$ cat config.mk
export PLATFORM = sky130hd
export DESIGN_NAME = data_mem_responder
export DESIGN_NICKNAME = d
export VERILOG_FILES = /design/src/rtl/dmem_pkg.sv /design/src/rtl/dmem_load_fsm.sv /design/src/rtl/data_mem_responder.sv
export SDC_FILE = /design/constraint.sdc
export NUM_CORES = 1
export LEC_CHECK = 0
export ABC_AREA = 1
export BUFFER_PORTS_ARGS = -buffer_cell sky130_fd_sc_hd__buf_2
export CAP_MARGIN = 20
export CELL_PAD_IN_SITES_DETAIL_PLACEMENT = 0
export CELL_PAD_IN_SITES_GLOBAL_PLACEMENT = 1
export CORE_MARGIN = 2
export CORE_UTILIZATION = 49
export DETAILED_ROUTE_END_ITERATION = 16
export GPL_TIMING_DRIVEN = 1
export PLACE_DENSITY = 0.81
export SLEW_MARGIN = 25
export SYNTH_ARGS = -nofsm -noshare
export SYNTH_HDL_FRONTEND = slang
export SYNTH_HIERARCHICAL = 1
export SYNTH_SLANG_ARGS = --single-unit
$ cat constraint.sdc
create_clock -name clk -period 2.8 [get_ports clk]
set_input_delay 0.56 -clock clk [delete_from_list [all_inputs] [get_ports clk]]
set_output_delay 0.56 -clock clk [all_outputs]
set_load 0.01 [all_outputs]
$ cat src/rtl/dmem_pkg.sv
// Shared definitions for the CPU data-memory responder.
// Holds the loader FSM state encoding, default widths and the MMIO address map.
package dmem_pkg;

  localparam int unsigned DMEM_ADDR_W      = 5;
  localparam int unsigned DMEM_DATA_W      = 8;
  localparam int unsigned DMEM_IO_IN_ADDR  = 30;
  localparam int unsigned DMEM_IO_OUT_ADDR = 31;

  typedef enum logic [0:0] {
    S_RUN  = 1'b0,
    S_LOAD = 1'b1
  } dmem_state_e;

endpackage : dmem_pkg

$ cat src/rtl/dmem_load_fsm.sv
// Bulk-load sequencer for the data memory.
// The CPU is held while exactly 2**ADDR_W beats are written from address 0 upward.
// Ports:
//   clk, rst     clock and synchronous active-low reset
//   ld_start     pulse that begins a load (ignored while loading)
//   ld_valid     loader beat valid
//   ld_cnt       word address of the next loader beat
//   ld_ready     registered, high while loading
//   cpu_hold     registered, high while loading
//   ld_sel_c     write/read mux select: loader owns the RAM port
//   ld_we_c      loader write enable for this cycle
module dmem_load_fsm
  import dmem_pkg::*;
#(
  parameter int unsigned ADDR_W = DMEM_ADDR_W
) (
  input  logic              clk,
  input  logic              rst,
  input  logic              ld_start,
  input  logic              ld_valid,
  output logic [ADDR_W-1:0] ld_cnt,
  output logic              ld_ready,
  output logic              cpu_hold,
  output logic              ld_sel_c,
  output logic              ld_we_c
);

  localparam int unsigned       DEPTH    = 1 << ADDR_W;
  localparam logic [ADDR_W-1:0] LAST_IDX = ADDR_W'(DEPTH - 1);

  dmem_state_e       state;
  dmem_state_e       state_nxt;
  logic [ADDR_W-1:0] cnt_nxt;

  // State register; hold/ready follow the next state so they change with it.
  always_ff @(posedge clk) begin
    if (!rst) begin
      state    <= S_RUN;
      ld_cnt   <= '0;
      ld_ready <= 1'b0;
      cpu_hold <= 1'b0;
    end else begin
      state    <= state_nxt;
      ld_cnt   <= cnt_nxt;
      ld_ready <= (state_nxt == S_LOAD);
      cpu_hold <= (state_nxt == S_LOAD);
    end
  end

  // Next-state and beat counter.
  always_comb begin
    state_nxt = state;
    cnt_nxt   = ld_cnt;
    case (state)
      S_RUN: begin
        if (ld_start) begin
          state_nxt = S_LOAD;
          cnt_nxt   = '0;
        end
      end
      S_LOAD: begin
        if (ld_valid) begin
          if (ld_cnt == LAST_IDX) begin
            state_nxt = S_RUN;
            cnt_nxt   = '0;
          end else begin
            cnt_nxt = ld_cnt + ADDR_W'(1);
          end
        end
      end
      default: begin
        state_nxt = S_RUN;
        cnt_nxt   = '0;
      end
    endcase
  end

  // Datapath controls decoded from the current state.
  always_comb begin
    ld_sel_c = 1'b0;
    ld_we_c  = 1'b0;
    if (state == S_LOAD) begin
      ld_sel_c = 1'b1;
      ld_we_c  = ld_valid;
    end
  end

endmodule : dmem_load_fsm

$ cat src/rtl/data_mem_responder.sv
// Responder end of the CPU data-memory bus: DEPTH x DATA_W RAM with
// zero-latency reads, a streaming loader that holds the CPU while it fills
// the RAM, and optional memory-mapped I/O enabled by defining DMEM_MMIO_EN.
// Ports:
//   clk, rst           clock and synchronous active-low reset
//   mem_rd, mem_wr     CPU read / write strobes
//   mem_in_addr_bus    CPU address
//   mem_in_data_bus    CPU write data
//   mem_out_data_bus   combinational read data to CPU (0 when not reading or loading)
//   ld_start           begin bulk load from address 0
//   ld_valid, ld_data  loader beat
//   ld_ready           loader beat accepted when ld_valid & ld_ready
//   cpu_hold           high while loading
//   io_in              external input, asynchronous to clk
//   io_out             external output register (0 without DMEM_MMIO_EN)
module data_mem_responder
  import dmem_pkg::*;
#(
  parameter int unsigned ADDR_W      = DMEM_ADDR_W,
  parameter int unsigned DATA_W      = DMEM_DATA_W,
  parameter int unsigned IO_IN_ADDR  = DMEM_IO_IN_ADDR,
  parameter int unsigned IO_OUT_ADDR = DMEM_IO_OUT_ADDR
) (
  input  logic              clk,
  input  logic              rst,
  input  logic              mem_rd,
  input  logic              mem_wr,
  input  logic [ADDR_W-1:0] mem_in_addr_bus,
  input  logic [DATA_W-1:0] mem_in_data_bus,
  output logic [DATA_W-1:0] mem_out_data_bus,
  input  logic              ld_start,
  input  logic              ld_valid,
  input  logic [DATA_W-1:0] ld_data,
  output logic              ld_ready,
  output logic              cpu_hold,
  input  logic [DATA_W-1:0] io_in,
  output logic [DATA_W-1:0] io_out
);

  localparam int unsigned DEPTH = 1 << ADDR_W;

  logic [DATA_W-1:0] ram [DEPTH];

  logic [ADDR_W-1:0] ld_cnt;
  logic              ld_sel_c;
  logic              ld_we_c;
  logic              cpu_wr_c;
  logic              ram_we_c;
  logic [ADDR_W-1:0] ram_waddr_c;
  logic [DATA_W-1:0] ram_wdata_c;

  dmem_load_fsm #(
    .ADDR_W (ADDR_W)
  ) u_load_fsm (
    .clk      (clk),
    .rst      (rst),
    .ld_start (ld_start),
    .ld_valid (ld_valid),
    .ld_cnt   (ld_cnt),
    .ld_ready (ld_ready),
    .cpu_hold (cpu_hold),
    .ld_sel_c (ld_sel_c),
    .ld_we_c  (ld_we_c)
  );

`ifdef DMEM_MMIO_EN
  localparam logic [ADDR_W-1:0] IN_ADDR  = ADDR_W'(IO_IN_ADDR);
  localparam logic [ADDR_W-1:0] OUT_ADDR = ADDR_W'(IO_OUT_ADDR);

  logic              is_io_in_c;
  logic              is_io_out_c;
  logic [DATA_W-1:0] io_sync1;
  logic [DATA_W-1:0] io_sync2;

  assign is_io_in_c  = (mem_in_addr_bus == IN_ADDR);
  assign is_io_out_c = (mem_in_addr_bus == OUT_ADDR);

  // CPU writes to either I/O address never reach the RAM.
  assign cpu_wr_c = mem_wr & ~ld_sel_c & ~is_io_in_c & ~is_io_out_c;

  // Output port register and two-flop input synchroniser.
  always_ff @(posedge clk) begin
    if (!rst) begin
      io_out   <= '0;
      io_sync1 <= '0;
      io_sync2 <= '0;
    end else begin
      io_sync1 <= io_in;
      io_sync2 <= io_sync1;
      if (mem_wr && !ld_sel_c && is_io_out_c) begin
        io_out <= mem_in_data_bus;
      end
    end
  end
`else
  logic io_unused;

  assign cpu_wr_c  = mem_wr & ~ld_sel_c;
  assign io_out    = '0;
  assign io_unused = ^{io_in, ADDR_W'(IO_IN_ADDR), ADDR_W'(IO_OUT_ADDR)};
`endif

  // RAM write port: loader owns it while loading, CPU otherwise.
  always_comb begin
    ram_we_c    = cpu_wr_c;
    ram_waddr_c = mem_in_addr_bus;
    ram_wdata_c = mem_in_data_bus;
    if (ld_sel_c) begin
      ram_we_c    = ld_we_c;
      ram_waddr_c = ld_cnt;
      ram_wdata_c = ld_data;
    end
  end

  // RAM contents survive reset; only writes in the reset cycle are blocked.
  always_ff @(posedge clk) begin
    if (rst && ram_we_c) begin
      ram[ram_waddr_c] <= ram_wdata_c;
    end
  end

  // Zero-latency read; a same-cycle write to the same word lands at the edge.
  always_comb begin
    mem_out_data_bus = '0;
    if (mem_rd && !ld_sel_c) begin
      mem_out_data_bus = ram[mem_in_addr_bus];
`ifdef DMEM_MMIO_EN
      if (is_io_in_c) begin
        mem_out_data_bus = io_sync2;
      end else if (is_io_out_c) begin
        mem_out_data_bus = io_out;
      end
`endif
    end
  end

endmodule : data_mem_responder

==> results list <==
- CTS saw 262 sinks.
- Clock tree from TritonCTS: yes
- Power per unit of standard cell area: 687 nW/um^2
* Smallest hold slack: 0.279 ns
* Maximum root-to-sink buffer count: 3
- Worst hold path class: in -> reg
- Synth warnings: 6
- The final layout contains 1131 nets.
* Site row count: 55
* Prevailing post-synth register cell: sky130_fd_sc_hd__edfxtp_1
* Maxcap violations: 0
- Setup Buffers After CTS: 0
- Final Critical Period: 2.59 ns
- HPWL after DPL: 14.8 mm
- Clock buffer count from CTS: 26
* DRT Wirelength: 25.1 mm
- The hold violation total from the final report was 0.
- The floorplan step defined a core boundary enclosing 22400 um^2.
* Max Clock Skew: 0.0104 ns
- # port buffers: 36
* Die footprint: 23900 um^2
* Per-instance average area after synthesis: 10.9 um^2
* Max VDD drop: 0.424 mV
* Via/cell ratio: 5.26
- The synthesized netlist occupies a cell area of 11100 um^2.
* Horizontal extent of the die: 154 um
- Clock latency on the worst-skew pair: 0.53 ns
- Largest net degree at the start of global routing: 67
* Cell with the biggest individual delay on the critical path: sky130_fd_sc_hd__buf_12
- Kind of end point of the critical path: output pin
- Once layout is complete, the cells apart from fillers number 1399.
- Clock transition at the register clock pins on the worst setup and hold paths after CTS: 0.06 ns
* Number of gates resized after cts: 0
* Maximum level of the CTS H-tree: 1
- Vias in the first global route: 7061
* Category of the most critical setup path: in -> out
- Dividing the detail-routed wire length by the instance count gives 17.9 um.
* Fmax achieved: 386 MHz
* Chip height: 154 um
* CP peak stage delay: 0.22 ns
- Worst Path Max Fanout: 47
- Setup slack on the critical path of the routed design comes to 0.208 ns.
- Effective utilization at floorplan: 0.494
- The number of max-slew violations in the final report was 0.
- First-pass GRT wire length: 39.0 mm
- Of the available clock period, the critical path in the final layout requires 0.926.
* Share of post-route cells with drive strength above 1: 0.145
* Total number of vias: 7352
- The flow ran to the end, and the final reports show no timing, DRC or antenna violations.
- Setup-failing EPs final: 0
- Required time of the critical path: 2.24 ns
- The finished cells cover 12800 um^2.
- In this run the static leakage power is 4.90 nW.
- GR Overflow Total: 0
* Number of top-level pins: 53
- Sequence of cells on the critical path: buf_4 > clkinv_2 > buf_12 > nand2_1 > nand3_1 > nand3_1 > nand2_1 > nand2_1 > nand3_1 > nand2_1 > nor2_1 > buf_2
- Proportion of synthesized chip area in sequential cells: 0.704
- The most numerous cell type found on the critical path is sky130_fd_sc_hd__nand2_1.
* Inst Count DP: 1351
* Synthesis-stage register bit count: 262
- After technology mapping, the gate count stands at 1021.
* Drt first pass iters: 5
- In the routed design, unresolved DRC markers number 0.
- For this run, asynchronously set or reset flops after synthesis account for 0.
- Placement-stage worst setup slack: 0.197 ns
- Root buffer cell: sky130_fd_sc_hd__clkbuf_16
- Global Route Usage Sum: 0.214
- Area after DPL: 11900 um^2
* Data arrival time of the critical path: 2.03 ns
* Initial antenna violation count: 0
- RSZ-0062 raised after global routing: no
- In this run, synthesis inferred 256 flip-flops with an integrated enable.
- In this run, distinct cell masters in the synthesized netlist total 28.
- 0 antenna diodes ended up in the layout.
* Number of DRC violations after detailed-routing iteration 0: 635
* Hold buffer count at CTS: 0
- Once detail routing completed, the nets flagged for antenna violations numbered 0.
- STA classifies the critical path startpoint as a primary input.
- Routability congestion estimate: 0.778
- Relative to the synthesized area, the layout overhead comes to 15.6%.
- In the final timing run, aggregate negative setup slack is 0 ns.
-- cells in the mapped netlist, drive strengths merged (2+ instances only) --
| cell | count | area, um^2 |
|---|---|---|
| nor2 | 93 | 354 |
| o21ai | 28 | 144 |
| nand3 | 179 | 916 |
| ha | 2 | 25.0 |
| clkbuf | 9 | 33.8 |
| a21oi | 7 | 38.8 |
| nand2 | 359 | 1350 |
| inv | 18 | 67.6 |
| edfxtp | 256 | 7690 |
| buf | 55 | 303 |
| dfxtp | 6 | 120 |
| or2 | 5 | 31.3 |
-- critical path, delay by kind of cell --
family	cells	cell delay [ns]
and+or+nand+nor	8	0.78
buffers and inverters	4	0.64
-- per-stage QoR --
stage	util	total power, W
3_3_place_gp	0.530	0.00520
3_5_place_dp	0.530	0.00521
5_1_grt	0.572	0.00909
6_report	0.572	0.00881
4_1_cts	0.572	0.00887
2_1_floorplan	-	0.00494
-- path summary, 6_finish.rpt --
check,startpoint,endpoint,slack (ns),depth (start not counted)
setup reg to reg,u_load_fsm/state,ram[31][4],0.41,7
hold reg to reg,u_load_fsm/ld_cnt[4],u_load_fsm/ld_cnt[4],0.50,2
setup / recovery,mem_in_addr_bus[0],mem_out_data_bus[2],0.21,12
hold / removal,rst,u_load_fsm/ld_cnt[0],0.28,3
-- registers in the layout, indices dropped and copies added (netlist names) --
name	flops
ram	256
u_load_fsm/ld_cnt	5
u_load_fsm/state	1
-- placed cells by master, fill, tap and decap left out, types with 7 or more instances in the layout --
master / Yosys / final
sky130_fd_sc_hd__buf_2: 35 / 35
sky130_fd_sc_hd__conb_1: 1 / 8
sky130_fd_sc_hd__inv_1: 12 / 12
sky130_fd_sc_hd__clkbuf_16: 0 / 27
sky130_fd_sc_hd__o21ai_0: 20 / 20
sky130_fd_sc_hd__nand2_1: 358 / 358
sky130_fd_sc_hd__nor2_1: 91 / 91
sky130_fd_sc_hd__nand3_1: 175 / 175
sky130_fd_sc_hd__buf_4: 12 / 61
sky130_fd_sc_hd__edfxtp_1: 256 / 256
sky130_fd_sc_hd__o21ai_1: 7 / 7
-- report_power, final --
group / internal [W] / total [W] / switching [W]
Sequential: 0.00441 / 0.00442 / 0.0000130
Combinational: 0.000199 / 0.000704 / 0.000505
Clock: 0.00226 / 0.00368 / 0.00142
-- metal layers --
layer | global-route usage | vias to the layer above | share of wire
met5 | 0 | - | 0
met3 | 0.0311 | 35 | 0.056
met1 | 0.290 | 3467 | 0.43
met4 | 0.0582 | 0 | 0.017
li1 | - | 3627 | -
met2 | 0.363 | 223 | 0.49
-- cells by family (layout without fill, tap and decap cells) --
family	Yosys count	count (layout)	synth area share
AOI/OAI and AO/OA	36	36	0.0171
other	1	8	0.000338
adders and majority gates	2	2	0.00226
buffers and inverters	83	169	0.0368
and+or+nand+nor	637	637	0.240
DFF	262	262	0.704
-- cell type report --
cell class              instances  area [um^2]
clock inverters                19          226
multi-input cells             683         2900
well taps                     285          357
fillers                      1852         9610
flip-flops and latches        262         7810
inverters                      19         72.6
clock buffers                  29          703
repair buffers                102          753
(Power assumes the default switching activity.)
